$ cat src/rtl/sap_serial_pkg.sv
// Shared constants for the SAP-U serial path (transmitter now, receiver later).
// State encodings, line levels and a width helper for the bit timer.
package sap_serial_pkg;

  localparam logic [2:0] ST_IDLE   = 3'd0;
  localparam logic [2:0] ST_START  = 3'd1;
  localparam logic [2:0] ST_DATA   = 3'd2;
  localparam logic [2:0] ST_PARITY = 3'd3;
  localparam logic [2:0] ST_STOP   = 3'd4;

  localparam logic LINE_IDLE  = 1'b1;
  localparam logic LINE_START = 1'b0;

  // Timer width is max(1, clog2(clks_per_bit)) so a 1-clock bit still has a counter.
  function automatic int timer_width(input int clks_per_bit);
    return (clks_per_bit > 1) ? $clog2(clks_per_bit) : 1;
  endfunction

endpackage

$ cat src/rtl/serial_tx_bit_timer.sv
// bit_timer: free-running 0..CLKS_PER_BIT-1 counter with synchronous clear.
// o_tick marks the last cycle of a serial bit.
module bit_timer
  import sap_serial_pkg::*;
#(
  parameter int CLKS_PER_BIT = 4
) (
  input  logic clk,
  input  logic rst_n,
  input  logic i_clear,
  output logic o_tick
);

  localparam int TW = timer_width(CLKS_PER_BIT);
  localparam logic [TW-1:0] LAST = TW'(CLKS_PER_BIT - 1);

  logic [TW-1:0] r_cnt;

  assign o_tick = (r_cnt == LAST);

  // Count up, wrap at the end of each bit, hold at zero while cleared.
  always_ff @(posedge clk or negedge rst_n) begin
    if (!rst_n) begin
      r_cnt <= '0;
    end else if (i_clear || o_tick) begin
      r_cnt <= '0;
    end else begin
      r_cnt <= r_cnt + TW'(1);
    end
  end

endmodule

$ cat src/rtl/serial_tx.sv
// serial_tx: framed parallel-to-serial transmitter (start, data LSB-first,
// optional even parity, stop). Parity is compiled in with SERIAL_TX_PARITY_EN.
// o_tx / o_not_tx are registered from the next-state decode so the line
// changes in the cycle right after the edge that moves the FSM.
module serial_tx
  import sap_serial_pkg::*;
#(
  parameter int DATA_WIDTH   = 8,
  parameter int CLKS_PER_BIT = 4
) (
  input  logic                  clk,
  input  logic                  rst_n,
  input  logic [DATA_WIDTH-1:0] i_data,
  input  logic                  i_valid,
  output logic                  o_ready,
  output logic                  o_tx,
  output logic                  o_not_tx,
  output logic                  o_busy
);

  localparam int IW = $clog2(DATA_WIDTH + 1);
  localparam logic [IW-1:0] LAST_IDX = IW'(DATA_WIDTH - 1);

  logic [2:0]            r_state;
  logic [DATA_WIDTH-1:0] r_shift;
  logic [IW-1:0]         r_idx;
  logic                  r_tx;
  logic                  r_not_tx;

  logic [2:0]            w_state_nxt;
  logic [DATA_WIDTH-1:0] w_shift_nxt;
  logic [IW-1:0]         w_idx_nxt;
  logic                  w_tx_nxt;
  logic                  w_tick;
  logic                  w_accept;

`ifdef SERIAL_TX_PARITY_EN
  logic r_par;
`endif

  assign o_ready  = (r_state == ST_IDLE);
  assign o_busy   = (r_state != ST_IDLE);
  assign o_tx     = r_tx;
  assign o_not_tx = r_not_tx;
  assign w_accept = (r_state == ST_IDLE) && i_valid;

  bit_timer #(
    .CLKS_PER_BIT(CLKS_PER_BIT)
  ) u_bit_timer (
    .clk    (clk),
    .rst_n  (rst_n),
    .i_clear(r_state == ST_IDLE),
    .o_tick (w_tick)
  );

  // Next-state, shift-register and index decode.
  always_comb begin
    w_state_nxt = r_state;
    w_shift_nxt = r_shift;
    w_idx_nxt   = r_idx;
    case (r_state)
      ST_IDLE: begin
        if (i_valid) begin
          w_state_nxt = ST_START;
          w_shift_nxt = i_data;
        end
      end
      ST_START: begin
        if (w_tick) begin
          w_state_nxt = ST_DATA;
          w_idx_nxt   = '0;
        end
      end
      ST_DATA: begin
        if (w_tick) begin
          w_shift_nxt = r_shift >> 1;
          w_idx_nxt   = r_idx + IW'(1);
          if (r_idx == LAST_IDX) begin
`ifdef SERIAL_TX_PARITY_EN
            w_state_nxt = ST_PARITY;
`else
            w_state_nxt = ST_STOP;
`endif
          end
        end
      end
`ifdef SERIAL_TX_PARITY_EN
      ST_PARITY: begin
        if (w_tick) w_state_nxt = ST_STOP;
      end
`endif
      ST_STOP: begin
        if (w_tick) w_state_nxt = ST_IDLE;
      end
      default: w_state_nxt = ST_IDLE;
    endcase
  end

  // Line level for the state being entered, registered below.
  always_comb begin
    w_tx_nxt = LINE_IDLE;
    case (w_state_nxt)
      ST_START:  w_tx_nxt = LINE_START;
      ST_DATA:   w_tx_nxt = w_shift_nxt[0];
`ifdef SERIAL_TX_PARITY_EN
      ST_PARITY: w_tx_nxt = r_par;
`endif
      default:   w_tx_nxt = LINE_IDLE;
    endcase
  end

  // FSM, datapath and registered line outputs.
  always_ff @(posedge clk or negedge rst_n) begin
    if (!rst_n) begin
      r_state  <= ST_IDLE;
      r_shift  <= '0;
      r_idx    <= '0;
      r_tx     <= LINE_IDLE;
      r_not_tx <= ~LINE_IDLE;
    end else begin
      r_state  <= w_state_nxt;
      r_shift  <= w_shift_nxt;
      r_idx    <= w_idx_nxt;
      r_tx     <= w_tx_nxt;
      r_not_tx <= ~w_tx_nxt;
    end
  end

`ifdef SERIAL_TX_PARITY_EN
  // Even parity taken from the word as latched at the handshake.
  always_ff @(posedge clk or negedge rst_n) begin
    if (!rst_n) begin
      r_par <= 1'b0;
    end else if (w_accept) begin
      r_par <= ^i_data;
    end
  end
`else
  logic w_unused;
  assign w_unused = w_accept;
`endif

endmodule

$ cat config.mk
export PLATFORM = sky130hd
export DESIGN_NAME = serial_tx
export DESIGN_NICKNAME = d
export VERILOG_FILES = /design/src/rtl/sap_serial_pkg.sv /design/src/rtl/serial_tx_bit_timer.sv /design/src/rtl/serial_tx.sv
export SDC_FILE = /design/constraint.sdc
export NUM_CORES = 1
export LEC_CHECK = 0
export ABC_AREA = 1
export CORE_UTILIZATION = 42
export DETAILED_ROUTE_END_ITERATION = 10
export SYNTH_ARGS = -nofsm -noshare
export SYNTH_HDL_FRONTEND = slang
export SYNTH_SLANG_ARGS = --single-unit
export TNS_END_PERCENT = 10
$ cat constraint.sdc
create_clock -name clk -period 3.8 [get_ports clk]
set_clock_uncertainty 0.1 [all_clocks]
set_input_delay 0.76 -clock clk [delete_from_list [all_inputs] [get_ports clk]]
set_output_delay 0.76 -clock clk [all_outputs]
set_load 0.02 [all_outputs]
# Word-level counts from Yosys, hierarchy flattened
# Cells that the tools add are included.
# totals
reg_bits	19
input_bits	11
output_inout_bits	4
# op_classes
n_addsub	2
eq_ne	10
n_mux	14
bitwise	1
reduce_logical	7
# ops
operator	count
$mux W8	2
$pmux W8 S2	1
$mux W3	5
$pmux W3 S4	1
$mux W4	2
$pmux W4 S2	1
$eq A3 B1 Y1 const B	2
$eq A3 B2 Y1 const B	2
$reduce_and A3 Y1	2
$add A4 B1 Y4 const B	1
$eq A4 B3 Y1 const B	1
$ne A2 B1 Y1 const B	2
$reduce_bool A2 Y1	2
$eq A3 B3 Y1 const B	1
$logic_not A3 Y1	1
$reduce_bool A3 Y1	1
$add A2 B1 Y2 const B	1
$eq A2 B2 Y1 const B	1
$mux W2	1
$ne A2 B2 Y1 const B	1
$pmux W1 S2	1
$logic_or A1 B1 Y1	1
$not A1 Y1	1

# Longest topological paths before layout
# Gate-level depths: netlist of run 1.
# logic_depth
depth_word	7
mapped_depth	9
ltp_nobuf	8

# Hierarchy
# A second synthesis of run 1 with hierarchy kept.
# hier_totals
cells_unflattened	116
area_unflattened_um2	994.7
# modules_own_cells
mod	instances	cells_each	area_each_um2
serial_tx	1	107	909.6
bit_timer	1	9	85.1

# Worst setup path after synthesis of run 1
# OpenSTA, ideal clock, no wires.
# synth_timing
path_type	flip-flop to output port
startpoint	register r_state[2]
endpoint	output port o_busy
arrival_time_ps	987
required_time_ps	2940
slack_ps	1953
stages_incl_launch_ff	6
path_buffers	1
cell_sequence	dfrtp_1 inv_1 nand2_1 nor2_2 buf_6 inv_1
# synth_via
elab_chain_len	1
# synth_rtl
element	line_no	rtl
from (decl)	serial_tx.sv:24	logic [2:0] r_state;
from (signal assigned)	serial_tx.sv:121	r_state <= w_state_nxt;
$reduce_bool A3 Y1	serial_tx.sv:42	assign o_busy = (r_state != ST_IDLE);
to (decl)	serial_tx.sv:18	output logic o_busy
# Every way passes these cells.

# Worst setup path in the final report of run 1
# layout_timing
startpoint	register r_state[2]
endpoint	output port o_ready
# layout_via
elab_chain_len	1
# layout_rtl
element	line_no	rtl
$logic_not A3 Y1	serial_tx.sv:41	assign o_ready = (r_state == ST_IDLE);
to (decl)	serial_tx.sv:15	output logic o_ready,
# Every way passes these cells.

==> results of run 1 <==
## cell families (layout without fill, tap and decap cells)
family          Yosys count  count (layout)
compound gates            7               7
xor+xnor                  1               1
fa+ha+maj                 2               2
buf+inv                  14              28
flops                    19              19
simple gates             69              69
## synth_stat cells, types with 2 or more instances
| library cell | instances | area share [%] |
|---|---|---|
| buf_2 | 2 | 1.0 |
| nand2_1 | 25 | 9.5 |
| nand3_1 | 31 | 16 |
| buf_6 | 2 | 2.3 |
| inv_2 | 3 | 1.1 |
| o21ai_0 | 4 | 2.0 |
| ha_1 | 2 | 2.5 |
| nand4_1 | 4 | 2.5 |
| dfrtp_1 | 18 | 46 |
| o21ai_2 | 2 | 1.8 |
| inv_1 | 7 | 2.7 |
| nand3_4 | 2 | 3.5 |
## cell usage in the layout, fill, tap and decap left out
master / netlist / layout
nand2_2: 1 / 1
nand2_1: 25 / 25
o21ai_0: 4 / 4
nand3_4: 2 / 2
clkbuf_4: 0 / 3
ha_1: 2 / 2
nor2_1: 1 / 1
nand4_2: 1 / 1
dfstp_2: 1 / 1
a21oi_1: 1 / 1
nand4_1: 4 / 4
nor3_1: 1 / 1
inv_2: 3 / 3
inv_1: 7 / 7
o21ai_2: 2 / 2
xnor2_1: 1 / 1
clkinv_2: 0 / 1
nor3b_2: 1 / 1
dfrtp_1: 18 / 18
nor2_4: 1 / 1
nor2_2: 1 / 1
nand3_1: 31 / 31
clkdlybuf4s50_1: 0 / 14
## critical path, cell delays in order, from the launching register on
cell and delay (ns):
dfrtp_1 0.45, inv_1 0.13, nand2_1 0.10, nor2_2 0.39
clkdlybuf4s50_1 0.70
## registers in the layout, summed over array words and instances, names as in the netlist
register,count
r_shift,8
r_idx,4
r_state,3
u_bit_timer.r_cnt,2
o_not_tx,1
o_tx,1
## routing by layer
layer  up-vias  track usage (%)
met4         0             8.33
met5         -                0
met3         4             1.82
met1       378             21.5
met2        20             28.2
li1        407                -
## where the power goes
group	internal [mW]	total (mW)	leakage, nW	switching, mW
combinational	0.140	0.339	0.292	0.199
sequential	0.283	0.335	0.238	0.0520
clock	0.0392	0.103	0.0177	0.0640
## path summary, 6_finish.rpt
kind,endpoint,cells past startpoint
hold / removal,u_bit_timer.r_cnt[0]$_DFF_PN0_,1
setup / recovery,o_ready,4
max in group asynchronous,r_idx[0]$_DFFE_PN0P_,1
setup reg to reg,o_not_tx$_DFF_PN0_,6
min in group asynchronous,u_bit_timer.r_cnt[0]$_DFF_PN0_,1
hold reg to reg,u_bit_timer.r_cnt[0]$_DFF_PN0_,1
## area by class of cell
type                    instances  area (um2)
well taps                      28        35.0
repair buffers                 14         140
clock inverters                 1        5.00
multi-input cells              79         443
flip-flops and latches         19         477
inverters                      10        37.5
clock buffers                   3        22.5
fillers                       215        1050
==> impl_metrics.py, run 1 <==
metrics = {
    "status": {
        "status": "finished, final reports clean",
    },
    "synth": {
        "synth_cells": 112,
        "synth.area.mux_share_pct": 0,
        "synth_top_family_by_area": "simple AND/OR/NAND/NOR gates",
        "synth-seq-cells": 19,
        "synth-edff-count": 0,
        "synth_fa_ha_area_share_pct": 2.53,
        "ys_warn_count": 0,
        "synth_compound_area_share_pct": 4.30,
        "synth_cell_types": 22,
        "synthFlopType": "dfrtp_1",
        "syn_nets": 125,
        "async_reset_ff_share_pct": 100,
        "syn-cell-area_um2": 990,
        "yosysSeqAreaShare_pct": 48.2,
        "synth_xor_area_share_pct": 0.885,
        "synth-simple-area-share_pct": 37.0,
        "postSynthAreaPerCell_um2": 8.84,
    },
    "finish": {
        "nets": 140,
        "antennaDiodeCount": 0,
        "synthToLayoutAreaGrowth_pct": 17.2,
        "instances_no_fill": 154,
        "fin_util_pct": 52.4,
        "drive_gt1_share_pct": 13.5,
        "fin_area_um2": 1160,
    },
    "place": {
        "port_buffers": 14,
        "place_congestion": 0.795,
        "dp_hpwl_um": 1350,
        "dpl_cell_area_um2": 1130,
        "placed_cells": 150,
        "place_ws_ns": 1.22,
    },
    "worst_setup_path": {
        "cp-end-kind": "output port",
        "cp-startpoint": "r_state[2]$_DFF_PN0_",
        "r2r-start": "u_bit_timer.r_cnt[0]$_DFF_PN0_",
        "start_kind": "register",
        "worst_ep_required_time_ns": 2.94,
        "crit_arrival_ns": 2.07,
        "r2r_slack_ns": 2.23,
        "critPathMaxFanout": 12,
        "critical_path_class": "register to output port",
    },
    "detailed_routing": {
        "met3_length_um": 72,
        "wl_per_cell_um": 12.1,
        "m1WireLength_um": 877,
        "wirelength_um": 1860,
        "drtIter0Drc": 14,
        "routed.top_layer": "met4",
        "first_pass_iters": 4,
        "drtAntennaViolNets": 0,
        "dr_total_vias": 809,
        "drc": 0,
        "dr_wl_met2_um": 874,
        "viasPerCell": 5.25,
    },
    "clock_tree": {
        "postCtsSetupRepairBufs": 0,
        "root_buffer": "clkbuf_4",
        "clock_latency_ns": 0.30,
        "cts_buffers": 3,
        "cts_tree": "yes",
        "htree_levels": 1,
        "cts.path.max_buffers": 2,
        "clkSlewWorstSetupHoldPaths_ns": 0.11,
        "holdBufCountCts": 0,
        "numClockSinks": 19,
        "cts_resized": 0,
    },
    "power_and_ir_drop": {
        "p_leak_nw": 0.547,
        "fin_total_pwr_uw": 777,
        "ir_worst_vdd_mv": 0.319,
        "pwr_density_cell_nw_per_um2": 670,
    },
    "floorplan": {
        "die_area_um2": 2550,
        "start_util_pct": 44.7,
        "num_rows": 17,
        "die_y_um": 50.5,
        "io_pins": 15,
        "fp.dieW_um": 50.5,
        "core_um2": 2210,
    },
    "sta": {
        "layout_setup_ws_ns": 0.875,
        "finalSetupViolCount": 0,
        "tns_ns": 0,
        "drv_slew": 0,
        "max_freq_ghz": 0.342,
        "rsz0062_at_grt": "no",
        "maxSlewHeadroom_pct": 44.2,
        "fin_crit_sh_pct": 77.0,
        "hold_viol_final": 0,
        "period_minus_slack_ns": 2.93,
        "whs_ns": 0.349,
        "worst_slew_pin_slew_ns": 0.834,
    },
    "grt": {
        "grt_pass1_vias": 782,
        "grt_max_degree": 20,
        "grt_pass1_wl_um": 3230,
        "grt-ovfl-total": 0,
        "grt_use_total_pct": 16.9,
        "antenna_found_initial": 0,
    },
    "hold_path": {
        "hp-class": "register to register",
        "hp-start": "u_bit_timer.r_cnt[0]$_DFF_PN0_",
    },
    "run": {
        "drv_cap": 0,
    },
}
No activity file was read; power rests on OpenSTA's default activity.
==> inputs of run 2 (changes only) <==
==> constraint.sdc (replaced) <==
create_clock -name clk -period 2.7 [get_ports clk]
set_clock_uncertainty 0.1 [all_clocks]
set_input_delay 0.54 -clock clk [delete_from_list [all_inputs] [get_ports clk]]
set_output_delay 0.54 -clock clk [all_outputs]
set_load 0.02 [all_outputs]
==> impl_metrics.py, run 2 (synthesized netlist as in run 1, its figures left out) <==
metrics = {
    "grt": {
        "use_met2_pct": 29.8,
        "grt_use_total_pct": 17.6,
        "gr-usage-met1_pct": 21.9,
        "use_met3_pct": 3.64,
        "grt_max_degree": 20,
        "grt_busiest_layer": "met2",
        "grt_pass1_vias": 763,
        "antenna_found_initial": 0,
        "grt_pass1_wl_um": 3300,
        "grt-ovfl-total": 0,
    },
    "detailed_routing": {
        "drtIter0Drc": 15,
        "viasPerCell": 5.31,
        "wl_per_cell_um": 12.7,
        "drtAntennaViolNets": 0,
        "first_pass_iters": 4,
        "dr_total_vias": 829,
        "wirelength_um": 1980,
        "drc": 0,
    },
    "floorplan": {
        "num_rows": 17,
        "fp.dieW_um": 50.5,
        "start_util_pct": 44.7,
        "die_area_um2": 2550,
        "core_um2": 2210,
        "die_y_um": 50.5,
        "io_pins": 15,
    },
    "finish": {
        "antennaDiodeCount": 0,
        "largest-register": "r_shift",
        "fin_util_pct": 53.1,
        "synthToLayoutAreaGrowth_pct": 18.6,
        "drive_gt1_share_pct": 14.1,
        "largest_reg_flops": 8,
        "top_regs": "r_shift: 8 flops, r_idx: 4 flops, r_state: 3 flops",
        "final_common_cell": "nand3_1",
        "nets": 142,
        "instances_no_fill": 156,
        "final_cell_mix": "31 x nand3_1, 25 x nand2_1, 18 x dfrtp_1, 14 x clkdlybuf4s50_1, 7 x inv_1",
        "n_fill_cell": 221,
        "fin_area_um2": 1170,
    },
    "sta": {
        "tns_ns": 0,
        "maxSlewHeadroom_pct": 69.1,
        "worst_slew_pin_slew_ns": 0.463,
        "drv_slew": 0,
        "period_minus_slack_ns": 2.51,
        "hold_viol_final": 0,
        "rsz0062_at_grt": "no",
        "max_freq_ghz": 0.399,
        "fin_crit_sh_pct": 92.9,
        "finalSetupViolCount": 0,
    },
    "clock_tree": {
        "holdBufCountCts": 0,
        "numClockSinks": 19,
        "postCtsSetupRepairBufs": 0,
        "clock_latency_ns": 0.29,
        "clkSlewWorstSetupHoldPaths_ns": 0.10,
        "cts_tree": "yes",
        "cts_buffers": 3,
        "cts.path.max_buffers": 2,
        "htree_levels": 1,
        "root_buffer": "clkbuf_4",
        "cts_resized": 0,
    },
    "worst_setup_path": {
        "worst-path-buf-inv": 2,
        "critical_path_class": "register to output port",
        "cp_top_family": "buffers and inverters",
        "slowest_stage": "clkdlybuf4s50_1",
        "r2r_slack_ns": 1.14,
        "critPathCapture": "o_ready",
        "cp-startpoint": "r_state[2]$_DFF_PN0_",
        "worst-r2r-cell-count": 6,
        "r2r_end": "o_not_tx$_DFF_PN0_",
        "r2r-start": "u_bit_timer.r_cnt[0]$_DFF_PN0_",
        "cp-end-kind": "output port",
        "cpPeakStageDelay_ns": 0.66,
        "start_kind": "register",
        "cp_cell_sequence": "inv_1 > nand2_1 > nor2_2 > clkdlybuf4s50_1",
        "cp.depth": 4,
        "crit_arrival_ns": 1.87,
        "critPathMaxFanout": 6,
        "worst_ep_required_time_ns": 2.06,
    },
    "place": {
        "port_buffers": 14,
        "dpl_cell_area_um2": 1150,
        "placed_cells": 152,
        "dp_hpwl_um": 1430,
        "place_congestion": 0.849,
    },
    "run": {
        "drv_cap": 0,
    },
    "status": {
        "status": "finished, final reports clean",
    },
    "power_and_ir_drop": {
        "p_leak_nw": 0.554,
        "fin_total_pwr_mw": 1.11,
        "ir_worst_vdd_mv": 0.638,
        "pwr_density_cell_nw_per_um2": 948,
    },
    "hold_path": {
        "hp-class": "register to register",
    },
}
[run 2: cell types whose count changed in the layout (fill, tap and decap cells not counted)]
cell and change:
buf_4 +2, clkbuf_1 +1, clkinv_2 -1
[run 2: worst min path at each step]
stage               cells past startpoint                      startpoint                              to
finish                                  1  u_bit_timer.r_cnt[0]$_DFF_PN0_  u_bit_timer.r_cnt[0]$_DFF_PN0_
global route                            1  u_bit_timer.r_cnt[0]$_DFF_PN0_  u_bit_timer.r_cnt[0]$_DFF_PN0_
CTS                                     1  u_bit_timer.r_cnt[0]$_DFF_PN0_  u_bit_timer.r_cnt[0]$_DFF_PN0_
detailed placement                      1  u_bit_timer.r_cnt[0]$_DFF_PN0_  u_bit_timer.r_cnt[0]$_DFF_PN0_
global placement                        1  u_bit_timer.r_cnt[0]$_DFF_PN0_  u_bit_timer.r_cnt[0]$_DFF_PN0_
floorplan                               0                           rst_n              o_not_tx$_DFF_PN0_
[run 2: where the power goes]
part	internal (mW)	switching, mW	total, mW
clock network	0.0574	0.0828	0.140
logic	0.209	0.288	0.497
registers	0.398	0.0764	0.475
[run 2: layout make-up]
| cell class | instances | area (um2) | share of cell area (%) |
|---|---|---|---|
| Clock buffer | 4 | 26.3 | 2.24 |
| Inverter | 10 | 37.5 | 3.20 |
| Multi-Input combinational cell | 79 | 443 | 37.7 |
| Sequential cell | 19 | 477 | 40.6 |
| Tap cell | 28 | 35.0 | 2.99 |
| Timing Repair Buffer | 16 | 155 | 13.2 |
[run 2: stage by stage]
stage | hold slack, ns | setup WS (ns)
final | 0.346 | 0.193
after global placement | 0.330 | 0.534
after detailed placement | 0.338 | 0.515
after floorplan | 0.144 | 1.07
after CTS | 0.352 | 0.172
after global routing | 0.379 | 0.101
[run 2: per-layer routing]
| metal | share of wire [%] | vias up |
|---|---|---|
| met1 | 43 | 384 |
| met4 | 1.8 | 0 |
| met3 | 5.6 | 6 |
| met5 | 0 | - |
| met2 | 50 | 30 |
| li1 | - | 409 |
==> inputs of run 3 (changes only) <==
--- a/config.mk
+++ b/config.mk
@@ -8,6 +8,7 @@
 export ABC_AREA = 1
 export CORE_UTILIZATION = 42
 export DETAILED_ROUTE_END_ITERATION = 10
+export GPL_TIMING_DRIVEN = 0
 export SYNTH_ARGS = -nofsm -noshare
 export SYNTH_HDL_FRONTEND = slang
 export SYNTH_SLANG_ARGS = --single-unit
==> impl_metrics.py, run 3 (synthesized netlist as in run 1, its figures left out) <==
metrics = {
    "status": {
        "status": "finished, final reports clean",
    },
    "finish": {
        "antennaDiodeCount": 0,
        "largest-register": "r_shift",
        "top_regs": "r_shift: 8 flops, r_idx: 4 flops, r_state: 3 flops",
        "synthToLayoutAreaGrowth_pct": 20.4,
        "final_common_cell": "nand3_1",
        "instances_no_fill": 158,
        "nets": 144,
        "final_cell_mix": "31 x nand3_1, 25 x nand2_1, 18 x dfrtp_1, 14 x clkdlybuf4s50_1, 7 x inv_1",
        "fin_util_pct": 53.8,
        "largest_reg_flops": 8,
        "drive_gt1_share_pct": 15.4,
        "n_fill_cell": 209,
    },
    "clock_tree": {
        "holdBufCountCts": 0,
        "cts_tree": "yes",
        "htree_levels": 1,
        "cts_resized": 0,
        "clkSlewWorstSetupHoldPaths_ns": 0.11,
        "numClockSinks": 19,
        "cts.path.max_buffers": 2,
        "cts_buffers": 3,
        "postCtsSetupRepairBufs": 0,
        "root_buffer": "clkbuf_4",
        "clock_latency_ns": 0.28,
    },
    "detailed_routing": {
        "viasPerCell": 5.32,
        "drtIter0Drc": 22,
        "wl_per_cell_um": 12.5,
        "drc": 0,
        "drtAntennaViolNets": 0,
        "dr_total_vias": 841,
        "first_pass_iters": 4,
        "wirelength_um": 1970,
    },
    "worst_setup_path": {
        "critical_path_class": "register to output port",
        "worst-r2r-cell-count": 7,
        "crit_arrival_ns": 1.93,
        "r2r-start": "u_bit_timer.r_cnt[0]$_DFF_PN0_",
        "r2r_slack_ns": 1.24,
        "worst_ep_required_time_ns": 2.06,
        "start_kind": "register",
        "r2r_end": "o_not_tx$_DFF_PN0_",
        "critPathMaxFanout": 10,
        "cp-end-kind": "output port",
    },
    "power_and_ir_drop": {
        "fin_total_pwr_mw": 1.12,
        "switchingPower_uw": 445,
        "pwr_density_cell_nw_per_um2": 937,
        "p_int_uw": 671,
        "swShare_pct": 39.9,
        "combPwrFrac_pct": 45.2,
        "clock_power_share_pct": 12.4,
        "ir_worst_vdd_mv": 0.486,
        "pwr-share-seq_pct": 42.4,
        "p_leak_nw": 0.566,
    },
    "sta": {
        "fin_crit_sh_pct": 95.2,
        "rsz0062_at_grt": "no",
        "layout_setup_ws_ns": 0.129,
        "drv_slew": 0,
        "finalSetupViolCount": 0,
        "max_freq_ghz": 0.389,
        "maxSlewHeadroom_pct": 43.8,
        "hold_viol_final": 0,
        "worst_slew_pin_slew_ns": 0.840,
        "period_minus_slack_ns": 2.57,
        "tns_ns": 0,
    },
    "floorplan": {
        "fp.dieW_um": 50.5,
        "num_rows": 17,
        "io_pins": 15,
        "start_util_pct": 44.7,
        "die_area_um2": 2550,
        "core_um2": 2210,
        "die_y_um": 50.5,
    },
    "grt": {
        "antenna_found_initial": 0,
        "grt_max_degree": 20,
        "grt_use_total_pct": 17.4,
        "grt_pass1_vias": 808,
        "grt_pass1_wl_um": 3300,
        "grt-ovfl-total": 0,
    },
    "place": {
        "dp_hpwl_um": 1470,
        "place_ws_ns": 0.471,
        "port_buffers": 14,
        "place_congestion": 0.884,
        "placed_cells": 154,
    },
    "hold_path": {
        "hold_end": "u_bit_timer.r_cnt[0]$_DFF_PN0_",
        "hp-class": "register to register",
        "hp-start": "u_bit_timer.r_cnt[0]$_DFF_PN0_",
        "holdPathStages": 1,
    },
    "run": {
        "drv_cap": 0,
    },
}
## run 3: changes by cell type in the layout (fill, tap and decap cells not counted), sizes merged
cell and delta:
buf +2
## run 3: per-stage QoR
stage,instance area (um2),hold slack [ns]
floorplan,990,0.144
global placement,1160,0.328
detailed placement,1160,0.337
CTS,1190,0.352
global route,1190,0.383
finish,1190,0.350
## run 3: worst max path at each step
stage	cells after the start	from	slack, ns	end
after global placement	5	r_state[2]$_DFF_PN0_	0.52	o_ready
after detailed placement	5	r_state[2]$_DFF_PN0_	0.47	o_ready
after global routing	5	r_state[0]$_DFF_PN0_	0.05	o_ready
after floorplan	5	r_state[2]$_DFF_PN0_	1.07	o_busy
after CTS	5	r_state[2]$_DFF_PN0_	0.13	o_ready
final	5	r_state[2]$_DFF_PN0_	0.13	o_ready
## run 3: final cells by class
| class | instances | area (um2) | share of cell area (%) |
|---|---|---|---|
| multi-input cells | 79 | 443 | 37.2 |
| repair buffers | 14 | 140 | 11.8 |
| well taps | 28 | 35.0 | 2.94 |
| flip-flops and latches | 19 | 477 | 40.0 |
| inverters | 10 | 37.5 | 3.15 |
| plain buffers | 4 | 32.5 | 2.73 |
| clock buffers | 4 | 26.3 | 2.21 |
## run 3: critical path, cell delays in order, from the launching register on
cell and delay, ns:
dfrtp_1 0.46, inv_1 0.14, nand2_1 0.11, nor2_2 0.16, buf_6 0.17, clkdlybuf4s50_1 0.61
## run 3: layer usage
layer / up-vias / global-route usage [%] / share of wire, %
met1: 401 / 21.3 / 45
met3: 2 / 2.73 / 4.0
met4: 0 / 8.80 / 0.61
met2: 23 / 29.6 / 50
met5: - / 0 / 0
li1: 415 / - / -
## run 3: power by group through the flow
stage / Combinational [mW] / Sequential (mW) / Clock [mW]
4_1_cts: 0.509 / 0.472 / 0.148
6_report: 0.505 / 0.474 / 0.138
3_5_place_dp: 0.510 / 0.476 / 0
2_1_floorplan: 0.340 / 0.483 / 0
5_1_grt: 0.563 / 0.484 / 0.156
3_3_place_gp: 0.496 / 0.474 / 0
